===== src/rtl/dds_phase_accumulator_pkg.sv =====
// Shared DDS constants and accumulator state encodings.
// Imported by the phase accumulator and its tuning-word shadow sub-module.
package dds_phase_accumulator_pkg;

   localparam int ROM_PHASE_BIT     = 10;
   localparam int ROM_AMPLITUDE_BIT = 12;
   localparam int ROM_PHASE_MAX_VAL = (1 << ROM_PHASE_BIT) - 1;
   localparam int DDS_ACC_BIT       = 32;

   typedef enum logic [0:0] {
      DDS_ACC_IDLE    = 1'b0,
      DDS_ACC_PENDING = 1'b1
   } dds_acc_state_t;

endpackage


===== src/rtl/dds_ftw_shadow.sv =====
// Tuning-word intake: holds a deferred word until the accumulator wraps,
// and tells the accumulator when and which word to adopt.
module dds_ftw_shadow
   import dds_phase_accumulator_pkg::*;
#(
   parameter int ACC_BIT = DDS_ACC_BIT
)
(
   input  logic               clk,
   input  logic               rst_n,
   input  logic               clear,
   input  logic               carry,
   input  logic               ftw_valid,
   input  logic               apply_at_wrap,
   input  logic [ACC_BIT-1:0] ftw_data,
   input  logic [ACC_BIT-1:0] ftw_active,
   output logic               ftw_ready,
   output logic               apply,
   output logic [ACC_BIT-1:0] apply_word
);

   dds_acc_state_t     state_r;
   logic [ACC_BIT-1:0] shadow_r;
   logic               accept_s;
   logic               active_zero_s;
   logic               defer_s;
   logic               release_s;

   // Handshake decode; a zero active word would never wrap, so deferral is refused.
   always_comb begin
      ftw_ready     = (state_r == DDS_ACC_IDLE);
      accept_s      = ftw_valid & ftw_ready;
      active_zero_s = (ftw_active == {ACC_BIT{1'b0}});
      defer_s       = accept_s & apply_at_wrap & ~clear & ~active_zero_s;
      release_s     = clear | carry | active_zero_s;
   end

   // Select the word to apply this edge, if any.
   always_comb begin
      apply      = 1'b0;
      apply_word = ftw_data;
      case (state_r)
         DDS_ACC_IDLE: begin
            if (accept_s & ~defer_s) begin
               apply      = 1'b1;
               apply_word = ftw_data;
            end else begin
               apply      = 1'b0;
               apply_word = ftw_data;
            end
         end
         DDS_ACC_PENDING: begin
            if (release_s) begin
               apply      = 1'b1;
               apply_word = shadow_r;
            end else begin
               apply      = 1'b0;
               apply_word = shadow_r;
            end
         end
         default: begin
            apply      = 1'b0;
            apply_word = ftw_data;
         end
      endcase
   end

   // Shadow register and pending-state machine.
   always_ff @(posedge clk or negedge rst_n) begin
      if (!rst_n) begin
         state_r  <= DDS_ACC_IDLE;
         shadow_r <= {ACC_BIT{1'b0}};
      end else begin
         case (state_r)
            DDS_ACC_IDLE: begin
               if (defer_s) begin
                  shadow_r <= ftw_data;
                  state_r  <= DDS_ACC_PENDING;
               end else begin
                  state_r  <= DDS_ACC_IDLE;
               end
            end
            DDS_ACC_PENDING: begin
               if (release_s) begin
                  state_r <= DDS_ACC_IDLE;
               end else begin
                  state_r <= DDS_ACC_PENDING;
               end
            end
            default: begin
               state_r <= DDS_ACC_IDLE;
            end
         endcase
      end
   end

endmodule


===== src/rtl/dds_phase_accumulator.sv =====
// Numerically controlled oscillator: accumulates the active tuning word and
// presents the truncated, offset phase to the waveform ROMs.
module dds_phase_accumulator
   import dds_phase_accumulator_pkg::*;
#(
   parameter int ACC_BIT   = DDS_ACC_BIT,
   parameter int PHASE_BIT = ROM_PHASE_BIT
)
(
   input  logic                 clk,
   input  logic                 rst_n,
   input  logic                 enable,
   input  logic                 clear,
   input  logic [ACC_BIT-1:0]   ftw_data,
   input  logic                 ftw_valid,
   output logic                 ftw_ready,
   input  logic                 apply_at_wrap,
   input  logic [PHASE_BIT-1:0] phase_offset,
   output logic [PHASE_BIT-1:0] phase,
   output logic                 wrap,
   output logic [ACC_BIT-1:0]   ftw_active
);

   logic [ACC_BIT-1:0]   acc_r;
   logic [ACC_BIT-1:0]   ftw_active_r;
   logic [PHASE_BIT-1:0] phase_r;
   logic                 wrap_r;
   logic [ACC_BIT:0]     sum_s;
   logic [ACC_BIT-1:0]   acc_next_s;
   logic                 carry_s;
   logic [PHASE_BIT-1:0] phase_next_s;
   logic                 apply_s;
   logic [ACC_BIT-1:0]   apply_word_s;

   dds_ftw_shadow #(
      .ACC_BIT (ACC_BIT)
   ) u_shadow (
      .clk           (clk),
      .rst_n         (rst_n),
      .clear         (clear),
      .carry         (carry_s),
      .ftw_valid     (ftw_valid),
      .apply_at_wrap (apply_at_wrap),
      .ftw_data      (ftw_data),
      .ftw_active    (ftw_active_r),
      .ftw_ready     (ftw_ready),
      .apply         (apply_s),
      .apply_word    (apply_word_s)
   );

   // Next accumulator value and carry; clear wins over enable.
   always_comb begin
      sum_s = {1'b0, acc_r} + {1'b0, ftw_active_r};
      if (clear) begin
         acc_next_s = {ACC_BIT{1'b0}};
         carry_s    = 1'b0;
      end else if (enable) begin
         acc_next_s = sum_s[ACC_BIT-1:0];
         carry_s    = sum_s[ACC_BIT];
      end else begin
         acc_next_s = acc_r;
         carry_s    = 1'b0;
      end
      // Phase is taken from the next accumulator value so it lines up with acc.
      phase_next_s = acc_next_s[ACC_BIT-1 -: PHASE_BIT] + phase_offset;
   end

   // Accumulator, phase, wrap pulse and active tuning word registers.
   always_ff @(posedge clk or negedge rst_n) begin
      if (!rst_n) begin
         acc_r        <= {ACC_BIT{1'b0}};
         phase_r      <= {PHASE_BIT{1'b0}};
         wrap_r       <= 1'b0;
         ftw_active_r <= {ACC_BIT{1'b0}};
      end else begin
         acc_r   <= acc_next_s;
         phase_r <= phase_next_s;
         wrap_r  <= carry_s;
         if (apply_s) begin
            ftw_active_r <= apply_word_s;
         end else begin
            ftw_active_r <= ftw_active_r;
         end
      end
   end

   assign phase      = phase_r;
   assign wrap       = wrap_r;
   assign ftw_active = ftw_active_r;

endmodule


===== config.mk =====
export PLATFORM = sky130hd
export DESIGN_NAME = dds_phase_accumulator
export DESIGN_NICKNAME = d
export VERILOG_FILES = /design/src/rtl/dds_phase_accumulator_pkg.sv /design/src/rtl/dds_ftw_shadow.sv /design/src/rtl/dds_phase_accumulator.sv
export SDC_FILE = /design/constraint.sdc
export NUM_CORES = 1
export LEC_CHECK = 0
export ABC_CLOCK_PERIOD_IN_PS = 8300
export BUFFER_PORTS_ARGS = -buffer_cell sky130_fd_sc_hd__buf_2
export CORE_ASPECT_RATIO = 1.25
export CORE_MARGIN = 2
export CORE_UTILIZATION = 63
export DETAILED_ROUTE_END_ITERATION = 10
export GPL_TIMING_DRIVEN = 0
export MAX_ROUTING_LAYER = met4
export PLACE_DENSITY = 0.93
export SYNTH_ARGS = -nofsm -noshare
export SYNTH_HDL_FRONTEND = slang
export SYNTH_SLANG_ARGS = --single-unit

===== constraint.sdc =====
create_clock -name clk -period 8.3 [get_ports clk]
set_clock_uncertainty 0.15 [all_clocks]
set_input_delay 0.83 -clock clk [delete_from_list [all_inputs] [get_ports clk]]
set_output_delay 0.83 -clock clk [all_outputs]
set_load 0.05 [all_outputs]

==> impl_metrics.json, run 1 <==
{
  "run_status": "complete, no violations",
  "period_share_pct": 59.7,
  "ios": 92,
  "cts_tree": "yes",
  "nFillCells": 702,
  "synthArstFlopShare_pct": 100,
  "drt_iter0_drc": 373,
  "p_int_w": 0.00152,
  "drc": 0,
  "post_route_cells_drive_above_1_share_pct": 30.8,
  "worst-setup-path-type": "reg -> reg",
  "timing.hold.ws_ps": 344,
  "ys_seq_area_share_pct": 40.8,
  "hold_viol": 0,
  "first_pass_iters": 6,
  "gr-total-overflow": 0,
  "ir_worst_vdd_mv": 0.225,
  "synth_area_um2": 6620,
  "clkSlewWorstSetupHoldPaths_ps": 80,
  "max_freq_mhz": 202,
  "final_common_cell": "dfrtp_1",
  "grt_pass1_vias": 5681,
  "antenna_found_initial": 0,
  "place_congestion": 0.933,
  "multi_input_area_um2": 3750,
  "setup_viol": 0,
  "clk_latency_ps": 360,
  "critPathLaunchType": "register",
  "grt_util_met1_pct": 37.8,
  "relSlewSlack_pct": 35.5,
  "die_w_um": 95.7,
  "hpwl_um": 12800,
  "clock_path_buffers": 2,
  "drt_wl_total_um": 17200,
  "grt_max_degree": 59,
  "dominantRegCellSynth": "dfrtp_1",
  "instances_no_fill": 840,
  "period_needed_ps": 4960,
  "post_dp_cell_area_um2": 7270,
  "num_vias": 5323,
  "met2_usage_pct": 54.9,
  "fin_area_um2": 7580,
  "crit_arrival_ps": 5050,
  "seqPwrFrac_pct": 29.6,
  "slew_viol_final": 0,
  "crit_fanout": 4,
  "syn_area_per_cell_um2": 11.0,
  "hp-class": "reg -> reg",
  "antenna_left": 0,
  "maxCapViolCount": 0,
  "ys_types": 62,
  "cts_buffers": 9,
  "fin_util_pct": 74.6,
  "htree_num_levels": 3,
  "cp-end-kind": "register",
  "dp.cells": 824,
  "die_y_um": 119,
  "core.rowCount": 41,
  "synth_edf_count": 0,
  "grt_usage_pct": 32.5,
  "ys_ff_latch": 108,
  "via_per_inst": 6.34,
  "routed_wire_length_per_instance_um": 20.5,
  "layout.nets": 797,
  "grt_pass1_wl_um": 27900,
  "clock_power_share_pct": 16.1,
  "seqCellArea_um2": 2700,
  "n_antenna_cell": 0,
  "syn_nets": 694,
  "clockRootBuffer": "clkbuf_16",
  "initial_utilization_pct": 65.2,
  "port_buffers": 91,
  "gr-usage-met3_pct": 4.14,
  "die-area_um2": 11300,
  "setup_tns_ps": 0,
  "postCtsSetupRepairBufs": 0,
  "power_switching_w": 0.00130,
  "yosysWarnings": 0,
  "area_growth_pct": 14.5,
  "rsz0062_at_grt": "no",
  "mostFrequentLayoutCells": "108 x dfrtp_1, 95 x buf_2, 65 x mux2_2, 42 x nor2_1",
  "power_density_nw_per_um2": 372,
  "globalRoute.busiestLayer": "met2",
  "leakage_nw": 3.65,
  "cts_resized": 0,
  "holdBufCountCts": 0,
  "core_area_um2": 10200,
  "p_comb_share_pct": 54.3,
  "cp.required_ps": 8400,
  "worst_pin_slew_ps": 943,
  "syn_inst": 603,
  "sw_frac_of_total_pct": 46.1,
  "cts_sinks": 108
}
state kept, by name, summed over array words and instances, names as in the netlist:
| name | flops |
|---|---|
| acc_r | 32 |
| ftw_active | 32 |
| phase | 10 |
| u_shadow.shadow_r | 32 |
| u_shadow.state_r | 1 |
| wrap | 1 |
logic make-up after synthesis:
logic type               after synthesis  share of synthesized area [%]
AO/OA/AOI/OAI                        132                           13.5
multiplexers                         114                           20.7
adder cells (fa/ha/maj)               43                           8.35
XOR/XNOR                              30                           3.97
AND/OR/NAND/NOR                      138                           10.1
flip-flops                           108                           40.8
buffers and inverters                 38                           2.59
synth_stat cells (all sizes together) (6+ instances only):
master  number  area (um^2)
nand2       37          139
xnor2       18          158
xor2        12          105
nor2        42          158
dfrtp      108         2700
o21ai       23          115
and3         6         37.5
mux2        94         1170
a211oi       7         57.6
nor4        10         62.6
nand2b       6         37.5
mux2i       20          200
buf         11         70.1
nand4        8         50.1
ha          41          513
a21o        14          105
a21oi       41          205
inv         13         48.8
clkbuf      14         52.6
o21bai       8         60.1
nand3       13         65.1
stage by stage:
stage | setup WS, ps | total power, W
global placement | 3590 | 0.00226
detailed placement | 3480 | 0.00233
CTS | 3430 | 0.00281
global route | 3070 | 0.00299
finish | 3340 | 0.00282
floorplan | 3870 | 0.00197
power groups by stage:
stage	clock network, W	logic (W)	registers, W
2_1_floorplan	0	0.000927	0.00104
3_3_place_gp	0	0.00144	0.000824
3_5_place_dp	0	0.00150	0.000838
4_1_cts	0.000463	0.00152	0.000830
5_1_grt	0.000483	0.00165	0.000850
6_report	0.000456	0.00153	0.000835
area by class of cell:
cell class / count / share of cell area, %
well taps: 129 / 2.13
repair buffers: 92 / 6.40
plain buffers: 25 / 1.62
clock inverters: 6 / 1.01
flip-flops and latches: 108 / 35.6
multi-input cells: 457 / 49.4
clock buffers: 10 / 3.15
inverters: 13 / 0.644
final timing paths:
kind | cells past startpoint | slack (ps) | from | endpoint
setup / recovery | 19 | 3340 | ftw_active[0]$_DFFE_PN0P_ | phase[9]$_DFF_PN0_
hold / removal | 2 | 340 | acc_r[16]$_DFFE_PN0P_ | acc_r[16]$_DFFE_PN0P_
setup reg to reg | 19 | 3340 | ftw_active[0]$_DFFE_PN0P_ | phase[9]$_DFF_PN0_
hold reg to reg | 2 | 340 | acc_r[16]$_DFFE_PN0P_ | acc_r[16]$_DFFE_PN0P_
max in group asynchronous | 2 | 6920 | rst_n | acc_r[20]$_DFFE_PN0P_
min in group asynchronous | 1 | 360 | rst_n | u_shadow.shadow_r[14]$_DFFE_PN0P_
routing by layer:
layer,up-vias,part of all wire [%]
met4,0,4.3
met5,-,0
met1,2603,39
li1,2432,-
met2,223,52
met3,65,4.7
critical path, cell delays in order (launching register included):
cell and delay, ps:
dfrtp_1 410, ha_1 240, inv_1 70, fa_1 410
and2b_1 240, o2111ai_1 150, a21oi_1 270, nor2_1 150
o31ai_1 610, nand2_1 160, a211o_1 280, o221ai_1 90
ha_1 310, a21oi_1 220, o21bai_1 100, a21oi_1 240
o21a_1 240, nor4bb_1 90, a311o_1 280, xor2_1 140
Power figures use the tool's default switching activity.
==> run 2, diff against run 1 <==
--- a/config.mk
+++ b/config.mk
@@ -5,15 +5,15 @@
 export SDC_FILE = /design/constraint.sdc
 export NUM_CORES = 1
 export LEC_CHECK = 0
-export ABC_CLOCK_PERIOD_IN_PS = 8300
+export ABC_CLOCK_PERIOD_IN_PS = 4700
 export BUFFER_PORTS_ARGS = -buffer_cell sky130_fd_sc_hd__buf_2
 export CORE_ASPECT_RATIO = 1.25
 export CORE_MARGIN = 2
-export CORE_UTILIZATION = 63
+export CORE_UTILIZATION = 58
 export DETAILED_ROUTE_END_ITERATION = 10
 export GPL_TIMING_DRIVEN = 0
 export MAX_ROUTING_LAYER = met4
-export PLACE_DENSITY = 0.93
+export PLACE_DENSITY = 0.87
 export SYNTH_ARGS = -nofsm -noshare
 export SYNTH_HDL_FRONTEND = slang
 export SYNTH_SLANG_ARGS = --single-unit
==> constraint.sdc (replaced) <==
create_clock -name clk -period 4.7 [get_ports clk]
set_clock_uncertainty 0.15 [all_clocks]
set_input_delay 0.47 -clock clk [delete_from_list [all_inputs] [get_ports clk]]
set_output_delay 0.47 -clock clk [all_outputs]
set_load 0.05 [all_outputs]
==> run 2 against run 1 <==
Against the previous run:
- sequential power increased by 76%
- critical path depth stayed put
- highest routed layer unchanged
- fmax is 7.6% higher
- sequential cell count unchanged
- via count decreased by 1.5%
==> impl_metrics.json, run 2 (synthesis gave the netlist of run 1 again) <==
{
  "run_status": "complete, no violations",
  "max_freq_mhz": 217,
  "core_area_um2": 11100,
  "area_growth_pct": 15.4,
  "grt_max_degree": 74,
  "p_total_w": 0.00496,
  "cts_sinks": 108,
  "grt_pass1_wl_um": 26900,
  "power_density_nw_per_um2": 649,
  "hold_viol": 0,
  "seqCellArea_um2": 2700,
  "met2_usage_pct": 53.0,
  "drt_iter0_drc": 294,
  "ir_worst_vdd_mv": 0.388,
  "final_common_cell": "dfrtp_1",
  "critPathLaunchType": "register",
  "hpwl_um": 12400,
  "maxCapViolCount": 0,
  "post_route_cells_drive_above_1_share_pct": 32.3,
  "drc": 0,
  "slew_viol_final": 0,
  "place_congestion": 0.867,
  "clockRootBuffer": "clkbuf_16",
  "drt_wl_total_um": 16700,
  "ios": 92,
  "die_w_um": 99.6,
  "globalRoute.busiestLayer": "met2",
  "period_needed_ps": 4610,
  "cts_buffers": 9,
  "cts_tree": "yes",
  "cp.required_ps": 4800,
  "nFillCells": 832,
  "grt_util_met1_pct": 30.9,
  "relSlewSlack_pct": 43.9,
  "clock_path_buffers": 2,
  "timing.hold.ws_ps": 199,
  "die-area_um2": 12300,
  "leakage_nw": 3.64,
  "htree_num_levels": 3,
  "first_pass_iters": 5,
  "cp-end-kind": "register",
  "hp-class": "in -> reg",
  "setup_tns_ps": 0,
  "grt_pass1_vias": 5576,
  "fin_util_pct": 68.6,
  "routed_wire_length_per_instance_um": 19.7,
  "antenna_left": 0,
  "n_antenna_cell": 0,
  "period_share_pct": 98.0,
  "worst-setup-path-type": "reg -> reg",
  "crit_arrival_ps": 4710,
  "layout.nets": 799,
  "clkSlewWorstSetupHoldPaths_ps": 80,
  "die_y_um": 123,
  "setup_viol": 0,
  "multi_input_area_um2": 3810,
  "crit_fanout": 4,
  "num_vias": 5244,
  "clk_latency_ps": 360,
  "gr-usage-met3_pct": 4.92,
  "grt_usage_pct": 28.8,
  "gr-total-overflow": 0,
  "mostFrequentLayoutCells": "108 x dfrtp_1, 95 x buf_2, 65 x mux2_2, 41 x ha_1, 40 x nor2_1",
  "initial_utilization_pct": 59.4,
  "core.rowCount": 43,
  "antenna_found_initial": 0,
  "worst_pin_slew_ps": 841,
  "port_buffers": 91,
  "via_per_inst": 6.18
}
run 2: cell count changes in the layout (fill, tap and decap cells not counted), sizes merged:
cell         change
buf              +1
dlygate4sd3      +1
clkbuf           +1
inv              -1
clkinv           -1
clkinvlp         +2
bufinv           -1
run 2: what timing repair did:
| action | CTS | global route |
|---|---|---|
| endpoints found under the hold margin | 35 | 0 |
| setup buffers | 0 | 1 |
| pin swaps | 0 | 4 |
| hold buffers | 1 | 0 |
| setup endpoints to repair | 2 | 2 |
| gates resized for setup | 4 | 12 |
run 2: power breakdown:
group | internal (W) | total [W] | switching [W]
Sequential | 0.00123 | 0.00147 | 0.000243
Clock | 0.000382 | 0.000751 | 0.000369
Combinational | 0.00105 | 0.00274 | 0.00169
Total | 0.00266 | 0.00496 | 0.00230
run 2: final timing paths:
kind / from / to / slack (ps) / cells after the start
max: ftw_active[0]$_DFFE_PN0P_ / phase[9]$_DFF_PN0_ / 90 / 19
min: ftw_data[26] / u_shadow.shadow_r[26]$_DFFE_PN0P_ / 200 / 2
max reg2reg: ftw_active[0]$_DFFE_PN0P_ / phase[9]$_DFF_PN0_ / 90 / 19
min reg2reg: acc_r[21]$_DFFE_PN0P_ / acc_r[21]$_DFFE_PN0P_ / 350 / 2
max in group asynchronous: rst_n / phase[1]$_DFF_PN0_ / 3200 / 3
min in group asynchronous: rst_n / ftw_active[3]$_DFFE_PN0P_ / 470 / 2
run 2: worst max-delay path, cell delays in order (launching register included):
cell	delay [ps]
dfrtp_1	440
ha_1	230
inv_1	70
fa_1	410
and2b_1	250
o2111ai_2	180
a21oi_2	270
nor2_1	160
o31ai_4	310
nand2_1	120
a211o_1	270
o221ai_1	100
ha_1	330
a21oi_2	180
o21bai_1	100
a21oi_2	190
o21a_1	250
nor4bb_2	80
a311o_1	290
xor2_1	140
run 2: final cells by class:
type / count / area share, %
Sequential cell: 108 / 35.4
Tap cell: 135 / 2.21
Clock buffer: 11 / 3.18
Clock inverter: 5 / 0.573
Inverter: 13 / 0.639
Buffer: 25 / 1.61
Multi-Input combinational cell: 457 / 49.8
Timing Repair Buffer: 94 / 6.58
run 2: metrics by stage:
stage | std cells | cell area (um^2) | setup WS, ps
2_1_floorplan | 603 | 6620 | 272
3_3_place_gp | 829 | 7240 | -29.6
3_5_place_dp | 830 | 7270 | -101
4_1_cts | 847 | 7590 | 14.0
5_1_grt | 848 | 7640 | -104
6_report | 848 | 7640 | 93.8
run 2: metal layers:
metal	share of wire (%)	wire, um
met2	54	8970
met1	39	6560
met5	0	0
met4	3.4	574
met3	3.7	615
==> run 3, diff against run 2 <==
--- a/config.mk
+++ b/config.mk
@@ -7,7 +7,6 @@
 export LEC_CHECK = 0
 export ABC_CLOCK_PERIOD_IN_PS = 4700
 export BUFFER_PORTS_ARGS = -buffer_cell sky130_fd_sc_hd__buf_2
-export CORE_ASPECT_RATIO = 1.25
 export CORE_MARGIN = 2
 export CORE_UTILIZATION = 58
 export DETAILED_ROUTE_END_ITERATION = 10
==> run 3 against run 2 <==
Against the previous run:
- routed wire length is 1.9% lower
- final cell count is 0.83% higher
- clock power is 2% lower
- global-route usage is 0.23 points lower
- cell area hardly changed
- first-iteration DRC count is 32% higher
- die area hardly changed
- sequential share of layout area hardly changed
- combinational power hardly changed
- sequential cell count stayed put
- clock-buffer cell count is 1 higher
- critical path type unchanged
==> impl_metrics.json, run 3 (synthesis gave the netlist of run 1 again) <==
{
  "finalWorstSetupSlack_ps": 190,
  "min_from": "phase_offset[0]",
  "setup_viol": 0,
  "hp-class": "in -> reg",
  "cts_buffers": 9,
  "routed_wire_length_per_instance_um": 19.2,
  "p_total_w": 0.00493,
  "die_w_um": 111,
  "drc": 0,
  "clock_power_share_pct": 14.9,
  "via_per_inst": 6.14,
  "cp-startpoint": "ftw_active[1]$_DFFE_PN0P_",
  "area_growth_pct": 15.3,
  "power_switching_w": 0.00228,
  "hpwl_um": 12200,
  "crit_fanout": 4,
  "final_common_cell": "dfrtp_1",
  "core.rowCount": 39,
  "cp.required_ps": 4840,
  "instances_no_fill": 855,
  "num_vias": 5246,
  "postCtsSetupRepairBufs": 0,
  "die-area_um2": 12300,
  "clkSlewWorstSetupHoldPaths_ps": 80,
  "layout.nets": 798,
  "post_route_cells_drive_above_1_share_pct": 32.3,
  "holdPathStages": 2,
  "antenna_found_initial": 0,
  "die_y_um": 111,
  "drt_wl_total_um": 16400,
  "period_needed_ps": 4510,
  "run_status": "complete, no violations",
  "seqPwrFrac_pct": 29.8,
  "clk_latency_ps": 360,
  "clock_path_buffers": 2,
  "first_pass_iters": 5,
  "port_buffers": 91,
  "p_comb_share_pct": 55.3,
  "place_congestion": 0.921,
  "max_freq_mhz": 222,
  "gr-total-overflow": 0,
  "n_antenna_cell": 0,
  "worst_pin_slew_ps": 808,
  "grt_max_degree": 73,
  "reg2reg_depth": 17,
  "critPathLaunchType": "register",
  "cp-end-kind": "register",
  "cts_tree": "yes",
  "leakage_nw": 3.63,
  "relSlewSlack_pct": 46.1,
  "mostFrequentLayoutCells": "108 x dfrtp_1, 95 x buf_2, 65 x mux2_2, 40 x nor2_1, 40 x ha_1",
  "hold_viol": 0,
  "core_area_um2": 11300,
  "drt_iter0_drc": 389,
  "htree_num_levels": 3,
  "crit_arrival_ps": 4650,
  "ir_worst_vdd_mv": 0.341,
  "p_int_w": 0.00265,
  "sw_frac_of_total_pct": 46.2,
  "post_dp_cell_area_um2": 7280,
  "place_ws_ps": -212,
  "worst-setup-path-type": "reg -> reg",
  "power_density_nw_per_um2": 646,
  "clockRootBuffer": "clkbuf_16",
  "dp.cells": 838,
  "ios": 92,
  "grt_usage_pct": 28.6,
  "cts_sinks": 108,
  "fin_area_um2": 7630,
  "slew_viol_final": 0,
  "grt_pass1_wl_um": 27500,
  "maxCapViolCount": 0,
  "initial_utilization_pct": 58.7,
  "grt_pass1_vias": 5598,
  "period_share_pct": 96.0,
  "nFillCells": 814,
  "antenna_left": 0,
  "rr_startpoint": "ftw_active[1]$_DFFE_PN0P_"
}
## run 3: cell count changes in the layout (fill, tap and decap cells not counted), sizes merged
cell	before	now
buf	104	103
clkbuf	25	26
clkinvlp	2	1
## run 3: power groups by stage
stage	clock, W	sequential [W]	combinational, W
global placement	0	0.00145	0.00252
finish	0.000734	0.00147	0.00273
floorplan	0	0.00184	0.00164
CTS	0.000743	0.00146	0.00267
global route	0.000776	0.00150	0.00296
detailed placement	0	0.00147	0.00262
## run 3: final timing paths
kind	end	slack, ps
max in group asynchronous	wrap$_DFF_PN0_	3200
hold / removal	phase[0]$_DFF_PN0_	190
min in group asynchronous	u_shadow.shadow_r[2]$_DFFE_PN0P_	480
setup reg to reg	phase[9]$_DFF_PN0_	190
hold reg to reg	u_shadow.shadow_r[16]$_DFFE_PN0P_	350
setup / recovery	phase[9]$_DFF_PN0_	190
## run 3: cell type report
class	instances	area (um^2)	area share [%]
Inverter	13	48.8	0.639
Multi-Input combinational cell	457	3810	49.9
Timing Repair Buffer	93	495	6.49
Buffer	25	123	1.61
Clock buffer	12	246	3.23
Sequential cell	108	2700	35.4
Clock inverter	4	30.0	0.393
Tap cell	143	179	2.34
## run 3: through the flow
step | util, % | TNS, ps | hold slack (ps)
CTS | 67.4 | 0 | 187
floorplan | - | 0 | 24.4
finish | 67.7 | 0 | 187
global route | 67.7 | -32.3 | 204
global placement | 64.4 | -106 | 324
detailed placement | 64.6 | -212 | 329
## run 3: critical path, stage by stage (launching register included)
cell      delay (ps)
dfrtp_1          440
ha_1             330
a211oi_1         380
o21ai_1          200
a31o_2           300
o311a_1          300
o21ai_1          240
a21oi_1          100
o21ai_0          210
a21oi_2           90
ha_1             340
inv_1             60
o21bai_1         200
a21oi_2          110
o21a_2           260
nor4bb_1         370
a311o_1          180
xor2_1           150
## run 3: what timing repair did
action | 4_1_cts | 5_1_grt
resized for setup | 5 | 13
hold buffers | 1 | 0
pin swaps | 0 | 2
setup endpoints to repair | 1 | 2
endpoints found under the hold margin | 36 | 0
## run 3: per-layer routing
| metal | global-route usage [%] | vias up | part of all wire, % |
|---|---|---|---|
| met4 | 13.6 | 0 | 3.9 |
| li1 | - | 2450 | - |
| met3 | 3.72 | 50 | 5.5 |
| met2 | 45.8 | 187 | 48 |
| met5 | - | - | 0 |
| met1 | 36.3 | 2559 | 43 |
